==> src/rtl/fixed_sample_fifo.sv <==
// fixed_sample_fifo
//   Receive-side FIFO for fixed-point samples. Each accepted sample is
//   rescaled from (IN_WIDTH, IN_EXP) to (OUT_WIDTH, OUT_EXP) as it is written.
//   The head entry is presented on a registered, first-word-fall-through read
//   port. While the FIFO is empty, the read port shows INIT quantised to the
//   output format.
//
//   Build option: define FIXED_SAMPLE_FIFO_SAT_EN to clamp out-of-range
//   conversions and raise the sticky sat_o flag. Without it, conversions keep
//   the low OUT_WIDTH bits and sat_o is tied low.
//
// Ports:
//   clk_i        clock, all state updates on the rising edge
//   rst_i        synchronous active-high reset (wins over cke_i)
//   cke_i        clock enable, low freezes all state
//   in_data_i    signed input sample, value = in_data_i * 2^IN_EXP
//   in_valid_i   input sample valid
//   in_ready_o   input accept (cke_i & not full)
//   out_data_o   converted head sample, or INIT_Q when empty
//   out_valid_o  head sample valid (FIFO non-empty)
//   out_ready_i  consumer accept
//   count_o      occupancy
//   sat_o        sticky saturation flag
module fixed_sample_fifo #(
  parameter int  IN_WIDTH  = 16,
  parameter int  IN_EXP    = -8,
  parameter int  OUT_WIDTH = 17,
  parameter int  OUT_EXP   = -9,
  parameter int  DEPTH     = 4,
  parameter real INIT      = 0.0
) (
  input  logic                         clk_i,
  input  logic                         rst_i,
  input  logic                         cke_i,
  input  logic signed [IN_WIDTH-1:0]   in_data_i,
  input  logic                         in_valid_i,
  output logic                         in_ready_o,
  output logic signed [OUT_WIDTH-1:0]  out_data_o,
  output logic                         out_valid_o,
  input  logic                         out_ready_i,
  output logic [$clog2(DEPTH+1)-1:0]   count_o,
  output logic                         sat_o
);

  localparam int CNTW = $clog2(DEPTH + 1);
  localparam int PW   = $clog2(DEPTH);
  localparam int S    = IN_EXP - OUT_EXP;
  localparam int SP   = (S > 0) ? S : 0;
  localparam int SN   = (S < 0) ? -S : 0;
  localparam int IW   = IN_WIDTH + SP;
  localparam int CW   = (IW > OUT_WIDTH) ? IW : OUT_WIDTH;

  localparam logic [CNTW-1:0] DEPTH_C = CNTW'(DEPTH);
  localparam logic [PW-1:0]   LAST_P  = PW'(DEPTH - 1);

  // floor(r * 2^-OUT_EXP), clamped to the signed output range.
  function automatic logic signed [OUT_WIDTH-1:0] init_q_calc(input real r);
    real    v;
    longint t;
    longint hi;
    longint lo;
    v = r;
    if (OUT_EXP < 0) begin
      for (int i = 0; i < -OUT_EXP; i++) v = v * 2.0;
    end else begin
      for (int i = 0; i < OUT_EXP; i++) v = v / 2.0;
    end
    // longint' rounds to nearest, so step down once if it rounded up.
    t = longint'(v);
    if (real'(t) > v) t = t - 1;
    hi = (longint'(1) <<< (OUT_WIDTH - 1)) - 1;
    lo = -hi - 1;
    if (t > hi) t = hi;
    if (t < lo) t = lo;
    return OUT_WIDTH'(t);
  endfunction

  localparam logic signed [OUT_WIDTH-1:0] INIT_Q = init_q_calc(INIT);

  function automatic logic [PW-1:0] ptr_inc(input logic [PW-1:0] p);
    return (p == LAST_P) ? '0 : p + 1'b1;
  endfunction

  // ---------------------------------------------------------------------
  // Write-time format conversion
  // ---------------------------------------------------------------------
  logic signed [IW-1:0]        ext_w;
  logic signed [IW-1:0]        shifted_w;
  logic signed [CW-1:0]        wide_w;
  logic signed [OUT_WIDTH-1:0] conv_w;

`ifdef FIXED_SAMPLE_FIFO_SAT_EN
  localparam logic signed [CW-1:0] MAX_W = CW'((longint'(1) <<< (OUT_WIDTH - 1)) - 1);
  localparam logic signed [CW-1:0] MIN_W = ~MAX_W;
  localparam logic signed [OUT_WIDTH-1:0] MAX_O = OUT_WIDTH'(MAX_W);
  localparam logic signed [OUT_WIDTH-1:0] MIN_O = ~MAX_O;
  logic clamp_w;
`endif

  always_comb begin
    ext_w     = IW'(in_data_i);
    // At most one of SP/SN is non-zero; the right shift is arithmetic, so
    // discarded fraction bits floor toward -inf.
    shifted_w = (ext_w <<< SP) >>> SN;
    wide_w    = CW'(shifted_w);
`ifdef FIXED_SAMPLE_FIFO_SAT_EN
    clamp_w = 1'b0;
    conv_w  = OUT_WIDTH'(wide_w);
    if (wide_w > MAX_W) begin
      conv_w  = MAX_O;
      clamp_w = 1'b1;
    end else if (wide_w < MIN_W) begin
      conv_w  = MIN_O;
      clamp_w = 1'b1;
    end
`else
    conv_w = OUT_WIDTH'(wide_w);
`endif
  end

  // ---------------------------------------------------------------------
  // FIFO state
  // ---------------------------------------------------------------------
  logic [OUT_WIDTH-1:0]        mem_q [DEPTH];
  logic [PW-1:0]               rd_ptr_q, rd_ptr_d;
  logic [PW-1:0]               wr_ptr_q, wr_ptr_d;
  logic [CNTW-1:0]             count_q, count_d;
  logic signed [OUT_WIDTH-1:0] head_q, head_d;
  logic                        push_w, pop_w;

  assign in_ready_o  = cke_i & (count_q < DEPTH_C);
  assign out_valid_o = (count_q != '0);
  assign out_data_o  = head_q;
  assign count_o     = count_q;

  assign push_w = in_valid_i & in_ready_o;
  assign pop_w  = out_valid_o & out_ready_i & cke_i;

  always_comb begin
    rd_ptr_d = pop_w  ? ptr_inc(rd_ptr_q) : rd_ptr_q;
    wr_ptr_d = push_w ? ptr_inc(wr_ptr_q) : wr_ptr_q;
    count_d  = count_q;
    if (push_w && !pop_w) count_d = count_q + 1'b1;
    else if (pop_w && !push_w) count_d = count_q - 1'b1;
    // The head register tracks the entry that will sit at rd_ptr after this
    // edge. If that slot is being written right now, take the converted
    // sample directly rather than the stale memory word.
    if (count_d == '0) head_d = INIT_Q;
    else if (push_w && (rd_ptr_d == wr_ptr_q)) head_d = conv_w;
    else head_d = mem_q[rd_ptr_d];
  end

  always_ff @(posedge clk_i) begin
    if (push_w) mem_q[wr_ptr_q] <= conv_w;
  end

  always_ff @(posedge clk_i) begin
    if (rst_i) begin
      rd_ptr_q <= '0;
      wr_ptr_q <= '0;
      count_q  <= '0;
      head_q   <= INIT_Q;
    end else if (cke_i) begin
      rd_ptr_q <= rd_ptr_d;
      wr_ptr_q <= wr_ptr_d;
      count_q  <= count_d;
      head_q   <= head_d;
    end
  end

`ifdef FIXED_SAMPLE_FIFO_SAT_EN
  logic sat_q;
  always_ff @(posedge clk_i) begin
    if (rst_i) sat_q <= 1'b0;
    else if (push_w && clamp_w) sat_q <= 1'b1;
  end
  assign sat_o = sat_q;
`else
  assign sat_o = 1'b0;
`endif

endmodule

==> config.mk <==
export PLATFORM = sky130hd
export DESIGN_NAME = fixed_sample_fifo
export DESIGN_NICKNAME = d
export VERILOG_FILES = /design/src/rtl/fixed_sample_fifo.sv
export SDC_FILE = /design/constraint.sdc
export NUM_CORES = 1
export LEC_CHECK = 0
export ABC_AREA = 1
export BUFFER_PORTS_ARGS = -buffer_cell sky130_fd_sc_hd__buf_2
export CORE_ASPECT_RATIO = 1.75
export CORE_MARGIN = 2
export CORE_UTILIZATION = 25
export DETAILED_ROUTE_END_ITERATION = 10
export GPL_TIMING_DRIVEN = 0
export PLACE_DENSITY = 0.5
export SETUP_SLACK_MARGIN = 0.5
export SYNTH_ARGS = -nofsm -noshare
export SYNTH_HDL_FRONTEND = slang
export SYNTH_SLANG_ARGS = --single-unit
==> constraint.sdc <==
create_clock -name clk_i -period 4.66 [get_ports clk_i]
set_input_delay 0.932 -clock clk_i [delete_from_list [all_inputs] [get_ports clk_i]]
set_output_delay 0.932 -clock clk_i [all_outputs]
set_load 0.03 [all_outputs]
# After elaboration in Yosys (flattened, before gate mapping)
# Memory sizes are Yosys's and may differ from the RTL's.
# Cells that the tools add are included.
[classes] n_addsub=4 mul=0 div_mod_pow=0 n_lt_le_gt_ge=1 eq_ne=3 shifts=0 n_mux=9 bitwise=4 n_reduce_logical=8
[op_table] op="17-bit two-way mux" n=2
[op_table] op="2-bit two-way mux" n=3
[op_table] op="3-bit two-way mux" n=2
[op_table] op="2-bit by 1-bit adder with 2-bit output, second input constant" n=2
[op_table] op="1-bit bitwise AND" n=4
[op_table] op="2-bit equality test, second input constant" n=2
[op_table] op="3-bit by 1-bit adder with 3-bit output, second input constant" n=1
[op_table] op="1-bit logical AND" n=3
[op_table] op="3-bit zero test" n=1
[op_table] op="3-bit < comparator, second input constant" n=1
[op_table] op="3-bit nonzero test" n=1
[op_table] op="3-bit by 1-bit subtractor with 3-bit output, second input constant" n=1
[op_table] op="2-bit equality test" n=1
[op_table] op="1-bit zero test" n=2
[op_table] op="1-bit two-way mux" n=2
[op_table] op="2-bit AND reduction" n=1
[word_totals] regBits=24 latchBits=0 ramBits=64 mem_bits_ro=0 input_bits=21 output_inout_bits=23 wordCells=34 memories=1
[memory_table] name="mem_q" words=4 width=16 read_ports=1 rd_ports_with_merged_regs=0 wr=1 line="124" source="logic [OUT_WIDTH-1:0] mem_q [DEPTH];"

# Depth between registers and ports, before layout
# Gate-level depths: netlist (run 1).
[depth] word_depth=9 depth_mapped=14

# Worst setup path after synthesis (run 1)
# No wires, ideal clock.
[synth_path] path_kind="input -> register" startpoint="in in_valid_i" endpoint="mem mem_q[0][0] (netlist name), enable pin" setup_time_ns=0.389 t_arrival_ns=1.885 t_required_ns=4.271 setup_slack_ns=2.387 cell_stages=3 cell_sequence="nand3_1 > buf_2 > nor2_1"
[synth_via] elab_chain_len=3
[synth_rtl] element="from (decl)" line="36" source="input logic in_valid_i,"
[synth_rtl] element="1-bit bitwise AND" line="136" source="assign push_w = in_valid_i & in_ready_o;"
[synth_rtl] element="1-bit two-way mux" line="154" source="if (push_w) mem_q[wr_ptr_q] <= conv_w;"
[synth_rtl] element="1-bit two-way mux (implied by the code)" line="154"
[synth_rtl] element="to (decl)" line="124"
# Every way passes these cells.

# Final worst setup path (run 1)
[layout_path] startpoint="in cke_i" endpoint="reg head_q[11] (netlist: out_data_o[11])"
[layout_via] elab_chain_len=8
[layout_rtl] element="from (decl)" line="34" source="input logic cke_i,"
[layout_rtl] element="1-bit bitwise AND" line="131" source="assign in_ready_o = cke_i & (count_q < DEPTH_C);"
[layout_rtl] element="1-bit bitwise AND" line="136"
[layout_rtl] element="1-bit zero test" line="144" source="else if (pop_w && !push_w) count_d = count_q - 1'b1;"
[layout_rtl] element="1-bit logical AND" line="144"
[layout_rtl] element="3-bit two-way mux" line="144"
[layout_rtl] element="3-bit two-way mux" line="143" source="if (push_w && !pop_w) count_d = count_q + 1'b1;"
[layout_rtl] element="3-bit zero test" line="148" source="if (count_d == '0) head_d = INIT_Q;"
[layout_rtl] element="17-bit two-way mux" line="148"
[layout_rtl] element="to (signal assigned)" line="162" source="head_q <= INIT_Q;"
[layout_rtl] element="to (signal assigned)" line="167" source="head_q <= head_d;"
[layout_rtl] element="to (decl)" line="128" source="logic signed [OUT_WIDTH-1:0] head_q, head_d;"
# Parallel ways exist; a longest one is shown, timed or not.
# A chain may end at the register's enable or synchronous reset.

==> results of run 1 <==
[where the power goes]
| part | internal [W] | total (W) | switching, W |
|---|---|---|---|
| combinational | 0.000127 | 0.000418 | 0.000291 |
| sequential | 0.000872 | 0.000892 | 0.0000201 |
| clock | 0.000361 | 0.000660 | 0.000299 |
[logic make-up (layout without fill, tap and decap cells)]
group           after synthesis  after routing  synth area share
other cells                   1              2          0.000958
xor+xnor                      2              2           0.00447
simple gates                224            224             0.281
buf+inv                      40            101            0.0473
fa+ha+maj                     8              8            0.0256
compound gates               22             22            0.0323
flops                        87             87             0.608
[placed cells by master (no fill, tap or decap), types with 4 or more instances in the layout]
master and instances:
a21oi_1 18, buf_2 51, clkbuf_16 9, dfxtp_1 23, edfxtp_1 64, ha_1 8
inv_1 19, nand2_1 120, nand2_2 4, nand3_1 62, nand3b_1 17, nor2_1 8
nor2_2 4
[tightest hold or removal path, cell delays in order (launching register included)]
cell,delay (ps)
dfxtp_1,310
nand2_1,60
a21oi_1,50
[state kept, by name, indices dropped and copies added, names as in the netlist]
name and count:
rd_ptr_q 2, out_data_o 16, count_o 3, mem_q 64, wr_ptr_q 2
[metrics by stage]
step / utilization / hold slack [ps] / total power (W)
2_1_floorplan: - / 539 / 0.00119
3_3_place_gp: 0.283 / 455 / 0.00132
3_5_place_dp: 0.289 / 455 / 0.00133
4_1_cts: 0.307 / 466 / 0.00199
5_1_grt: 0.307 / 489 / 0.00206
6_report: 0.307 / 462 / 0.00197
[worst min-delay path by stage]
stage | startpoint | endpoint | slack (ps) | depth (start not counted)
2_1_floorplan | wr_ptr_q[1]$_SDFFE_PP0P_ | wr_ptr_q[1]$_SDFFE_PP0P_ | 540 | 2
3_3_place_gp | out_data_o[1]$_SDFFE_PP0P_ | out_data_o[1]$_SDFFE_PP0P_ | 450 | 2
3_5_place_dp | out_data_o[1]$_SDFFE_PP0P_ | out_data_o[1]$_SDFFE_PP0P_ | 460 | 2
4_1_cts | out_data_o[1]$_SDFFE_PP0P_ | out_data_o[1]$_SDFFE_PP0P_ | 470 | 2
5_1_grt | out_data_o[4]$_SDFFE_PP0P_ | out_data_o[4]$_SDFFE_PP0P_ | 490 | 2
6_report | out_data_o[7]$_SDFFE_PP0P_ | out_data_o[7]$_SDFFE_PP0P_ | 460 | 2
[cell type report]
| cell class | instances | area (um2) |
|---|---|---|
| Fill cell | 1569 | 10700 |
| Sequential cell | 87 | 2380 |
| Multi-Input combinational cell | 258 | 1360 |
| Timing Repair Buffer | 45 | 290 |
| Tap cell | 186 | 233 |
| Clock buffer | 9 | 225 |
| Buffer | 17 | 95.1 |
| Inverter | 23 | 90.1 |
| Clock inverter | 7 | 48.8 |
[per-layer routing]
layer	track usage	up-vias	routed length, um
met5	0	-	0
met4	0.0673	0	407
met2	0.238	81	5580
met3	0.0169	30	336
met1	0.137	1358	4130
li1	-	1412	-
==> out/metrics.yaml, run 1 <==
worst_setup_path:
  crit_cells: 11
  r2r-end: "out_data_o[11]$_SDFFE_PP0P_"
  crit_start: "cke_i"
  r2r-start: "count_o[0]$_SDFFE_PP0P_"
  endpoint_kind: "register"
  path_cells: "buf_2, nand2_1, clkinv_2, nand2_8, o21ai_4, nand2_2, nand2_2, buf_2, nand3b_1, nand3_1, a21oi_1"
  max_stage_delay_ps: 330
  crit_fanout: 10
  rr_worst_depth: 11
  slowest_stage: "o21ai_4"
  reg2reg_setup_slack_ps: 2310
  critPathBufInv: 3
  crit_arrival_ps: 2610
  cp-endpoint: "out_data_o[11]$_SDFFE_PP0P_"
  crit_family: "simple AND/OR/NAND/NOR gates"
  critPathRequiredTime_ps: 4850
  path_class: "in -> reg"
  start_kind: "primary input"
timing:
  finClkSkew_ps: 9.84
  rsz0062_at_grt: "false"
  hold_viol: 0
  period_share: 0.519
  fmax_ghz: 0.414
  max_slew.worst_pin.slew_ps: 708
  min_period_ps: 2420
  setup_ws_ps: 2240
  finalMaxSlewViolations: 0
  setup_viol: 0
  relSlewSlack: 0.528
  fin_tns_setup_ps: 0
cts:
  clockRootBuffer: "clkbuf_16"
  postCtsSetupBuffers: 0
  hold_buffers: 0
  cts_tree: "yes"
  post_cts_resized: 0
  clock-sinks: 87
  cts_made_buffers: 9
  clockBufferDepth: 2
  clk_pin_slew_ps: 60
  worstSkewPairLatency_ps: 340
  ctsHtreeMaxLevel: 3
floorplanning:
  start_util: 0.254
  die_w_um: 98.6
  chipHeight_um: 170
  rows: 60
  core_area_um2: 15400
  io_pins: 44
  die-area_um2: 16700
synth:
  synth_top_area_frac: 0.491
  yosysSeqAreaShare: 0.608
  ys_top_cells_by_area: "edfxtp_1, dfxtp_1, nand2_1"
  synth_cells: 384
  syn_avg_cell_area_um2: 10.2
  yosysTopAreaCell: "edfxtp_1"
  synth_edf_count: 64
  synth_commonest_cells: "nand2_1, edfxtp_1, nand3_1, dfxtp_1, inv_1"
  ys_ff_latch: 87
  yosysMostFrequentCell: "nand2_1"
  synthArstFlopShare: 0
  syn_area_um2: 3920
  ys_types: 29
  synth_warnings: 0
  ys.flop_type: "edfxtp_1"
layout:
  antenna_cells: 0
  instances_no_fill: 632
  synthToLayoutAreaGrowth_pct: 20.7
  design_area_um2: 4730
  drive_gt1_frac: 0.215
  nets: 470
placement:
  dpl_cell_area_um2: 4450
  post-place-cells: 616
  hpwl_um: 7450
  pre_cts_slack_ps: 1890
  place_congestion: 0.753
  io_buffers: 41
route:
  ant_nets: 0
  first_iter_violations: 176
  drc_errors: 0
  via_count: 2881
  drt-wirelength-per-cell_um: 16.5
  vias_per_cell: 4.56
  firstDrtPassIters: 4
  totalWireLength_um: 10500
power:
  power_leakage_nw: 1.88
  peakVddDrop_v: 0.000183
  power_per_cell_area_nw_per_um2: 417
global_routing:
  gr-usage-all-layers: 0.128
  grt_pass1_vias: 2949
  grt_max_degree: 16
  globalRouteOverflowTotal: 0
  antenna_found_initial: 0
  grt_first_pass_wirelength_um: 16100
run:
  maxCapViolations: 0
min_path:
  hold_class: "reg -> reg"
outcome:
  status: "completed"
Power figures use the tool's default switching activity.
==> run 2, diff against run 1 <==
- ABC_AREA: 1 -> 0
- PLACE_DENSITY: 0.5 -> 0.51
- clock period: 4.66 -> 2.1 ns (I/O delays scaled with it)
==> out/metrics.yaml, run 2 <==
worst_setup_path:
  start_kind: "register"
  critPathRequiredTime_ps: 2280  # -2570 ps
  path_class: "reg -> reg"
  crit_arrival_ps: 2630  # +20 ps
  crit_fanout: 7  # -3
  endpoint_kind: "register"
  crit_start: "count_o[0]$_SDFFE_PP0P_"
  r2r-start: "count_o[0]$_SDFFE_PP0P_"
cts:
  cts_tree: "yes"
  clockBufferDepth: 2  # unchanged
  ctsHtreeMaxLevel: 3  # unchanged
  worstSkewPairLatency_ps: 340  # about the same
  cts_made_buffers: 9  # unchanged
  clk_pin_slew_ps: 60  # about the same
  hold_buffers: 0  # unchanged
  clock-sinks: 87  # unchanged
  clockRootBuffer: "clkbuf_16"
layout:
  seq_area_um2: 2390  # +0.47%
  final_cell_mix: "edfxtp_1, buf_2, nand2b_1"
  fillCellCount: 1476  # -5.9%
  synthToLayoutAreaGrowth_pct: 30.0
  nets: 347  # -26%
  multiInputGateArea_um2: 1470  # +8.2%
  mostFrequentLayoutCell: "edfxtp_1"
  antenna_cells: 0  # unchanged
  drive_gt1_frac: 0.446  # +0.231
  largest-register: "mem_q"
  largest_reg_flops: 64  # unchanged
  fin_util: 0.333  # +0.0256
route:
  firstDrtPassIters: 4  # unchanged
  first_iter_violations: 105  # -40%
  vias_per_cell: 4.63  # +1.6%
  totalWireLength_um: 9340  # -11%
  drt-wirelength-per-cell_um: 18.5  # +12%
  drc_errors: 0  # unchanged
  ant_nets: 0  # unchanged
  via_count: 2344  # -19%
global_routing:
  grt_max_degree: 17  # +1
  grt_pass1_vias: 2512  # -15%
  grt_first_pass_wirelength_um: 14100  # -13%
  gr-usage-all-layers: 0.114  # -0.0135
  antenna_found_initial: 0  # unchanged
  globalRouteOverflowTotal: 0  # unchanged
synth:
  synth_commonest_cells: "edfxtp_1, nand2b_1, dfxtp_1, nor2_1"
  synth_top_area_frac: 0.504  # +0.0129
  ys_ff_latch: 87  # unchanged
  synth_warnings: 0  # unchanged
  synthArstFlopShare: 0  # unchanged
  yosysTopAreaCell: "edfxtp_1"
  yosysSeqAreaShare: 0.624  # +0.0160
  syn_avg_cell_area_um2: 15.6  # +53%
  ys_top_cells_by_area: "edfxtp_1, dfxtp_1, nand2b_1"
  synth_cells: 244  # -36%
  ys_types: 38  # +31%
  syn_area_um2: 3820  # -2.6%
  synth_edf_count: 64  # unchanged
  ys.flop_type: "edfxtp_1"
  yosysMostFrequentCell: "edfxtp_1"
min_path:
  hold_class: "in -> reg"
  hold_path_startpoint: "in_data_i[15]"
outcome:
  violations: "setup timing"
  status: "finished with violations"
placement:
  hpwl_um: 6000  # -19%
  io_buffers: 41  # unchanged
  pre_cts_slack_ps: -714  # -2600 ps
  place_congestion: 0.717  # -4.7%
power:
  peakVddDrop_v: 0.000327  # +78%
  p_seq_frac: 0.451  # -0.002
  intPower_w: 0.00325  # +140%
  swShare: 0.242  # -0.0673
  power_per_cell_area_nw_per_um2: 864  # +110%
  power_leakage_nw: 1.81  # -3.8%
  power_switching_w: 0.00104  # +70%
  clkPwrFrac: 0.372  # +0.037
  p_comb_frac: 0.177  # -0.035
timing:
  finClkSkew_ps: 6.65  # -3.19 ps
  finalMaxSlewViolations: 0  # unchanged
  hold_ws_ps: 318  # -144 ps
  hold_viol: 0  # unchanged
  fmax_ghz: 0.409
  relSlewSlack: 0.473  # -0.0556
  setup_ws_ps: -343  # -2580 ps
  min_period_ps: 2440
  rsz0062_at_grt: "true"
  max_slew.worst_pin.slew_ps: 791  # +83.4 ps
  setup_viol: 16  # +16
  period_share: 1.16
run:
  maxCapViolations: 0  # unchanged
floorplanning:
  core_area_um2: 14900  # -3.1%
  rows: 59  # -1.7%
  start_util: 0.256  # +0.00144
  io_pins: 44  # unchanged
  die_w_um: 97.4  # -1.2%
  die-area_um2: 16300  # -2.5%
  chipHeight_um: 167  # -1.3%
==> run 2: changes by cell type in the layout (fill, tap and decap cells not counted), sizes merged, moves of 5 or more <==
cell    previous run  this run
a21boi             0        17
a21oi             18         3
a221oi             0        16
and3               0         5
buf               59        71
clkbuf            12        19
inv               23         5
mux4               0        16
nand2            130         5
nand2b             0        33
nand3             63         1
nand3b            17         0
==> run 2: final cells by class <==
type,count,share of cell area
flip-flops and latches,87,0.482
multi-input cells,140,0.297
repair buffers,62,0.0835
clock buffers,15,0.0540
well taps,183,0.0461
plain buffers,13,0.0262
clock inverters,1,0.00605
inverters,5,0.00479
==> run 2: worst max-delay path: stages (launching register included) <==
cell and delay [ps]:
dfxtp_4 360, inv_4 40, ha_4 150, nor2b_4 130, or4_4 500, and3_4 200
nor4_4 280, buf_6 170, buf_6 130, buf_4 150, nand2b_4 130, a221oi_2 50
==> run 2: repair_timing <==
action,4_1_cts,5_1_grt
gates resized for setup,28,31
setup buffers,13,6
pin swaps,4,6
setup endpoints to repair,84,23
cloned,1,1
==> run 2: kinds of logic after synthesis <==
family,synth area share
AO/OA/AOI/OAI,0.104
XOR/XNOR,0.00230
adder cells (fa/ha/maj),0.0262
buffers and inverters,0.0279
flip-flops,0.624
multiplexers,0.107
other,0.000983
AND/OR/NAND/NOR,0.108
==> run 2: power groups by stage <==
stage	registers (W)	clock network, W	logic [W]
global placement	0.00197	0	0.000579
floorplan	0.00203	0	0.000354
detailed placement	0.00197	0	0.000589
finish	0.00193	0.00160	0.000760
global route	0.00194	0.00169	0.000812
CTS	0.00194	0.00163	0.000695
==> run 2: metal layers <==
metal | vias to the layer above | part of all wire | track usage
li1 | 1092 | - | -
met1 | 1197 | 0.39 | 0.124
met2 | 46 | 0.56 | 0.213
met5 | - | 0 | 0
met4 | 0 | 0.017 | 0.0471
met3 | 9 | 0.030 | 0.0225
==> run 2: metrics by stage <==
step | setup TNS (ps) | std cells | total power [W] | cell area [um2]
floorplan | -3730 | 245 | 0.00238 | 3880
global placement | -9650 | 469 | 0.00255 | 4320
detailed placement | -9620 | 469 | 0.00256 | 4320
CTS | -3840 | 499 | 0.00426 | 4810
global route | -5830 | 506 | 0.00444 | 4960
finish | -4630 | 506 | 0.00429 | 4960
==> run 2: path summary, 6_finish.rpt <==
path,to,slack [ps],cells after the start
worst max-delay path,out_data_o[14]$_SDFFE_PP0P_,-340,11
worst min-delay path,mem_q[3][15]$_DFFE_PP_,320,1
worst max register to register,out_data_o[14]$_SDFFE_PP0P_,-340,11
worst min register to register,out_data_o[14]$_SDFFE_PP0P_,520,2
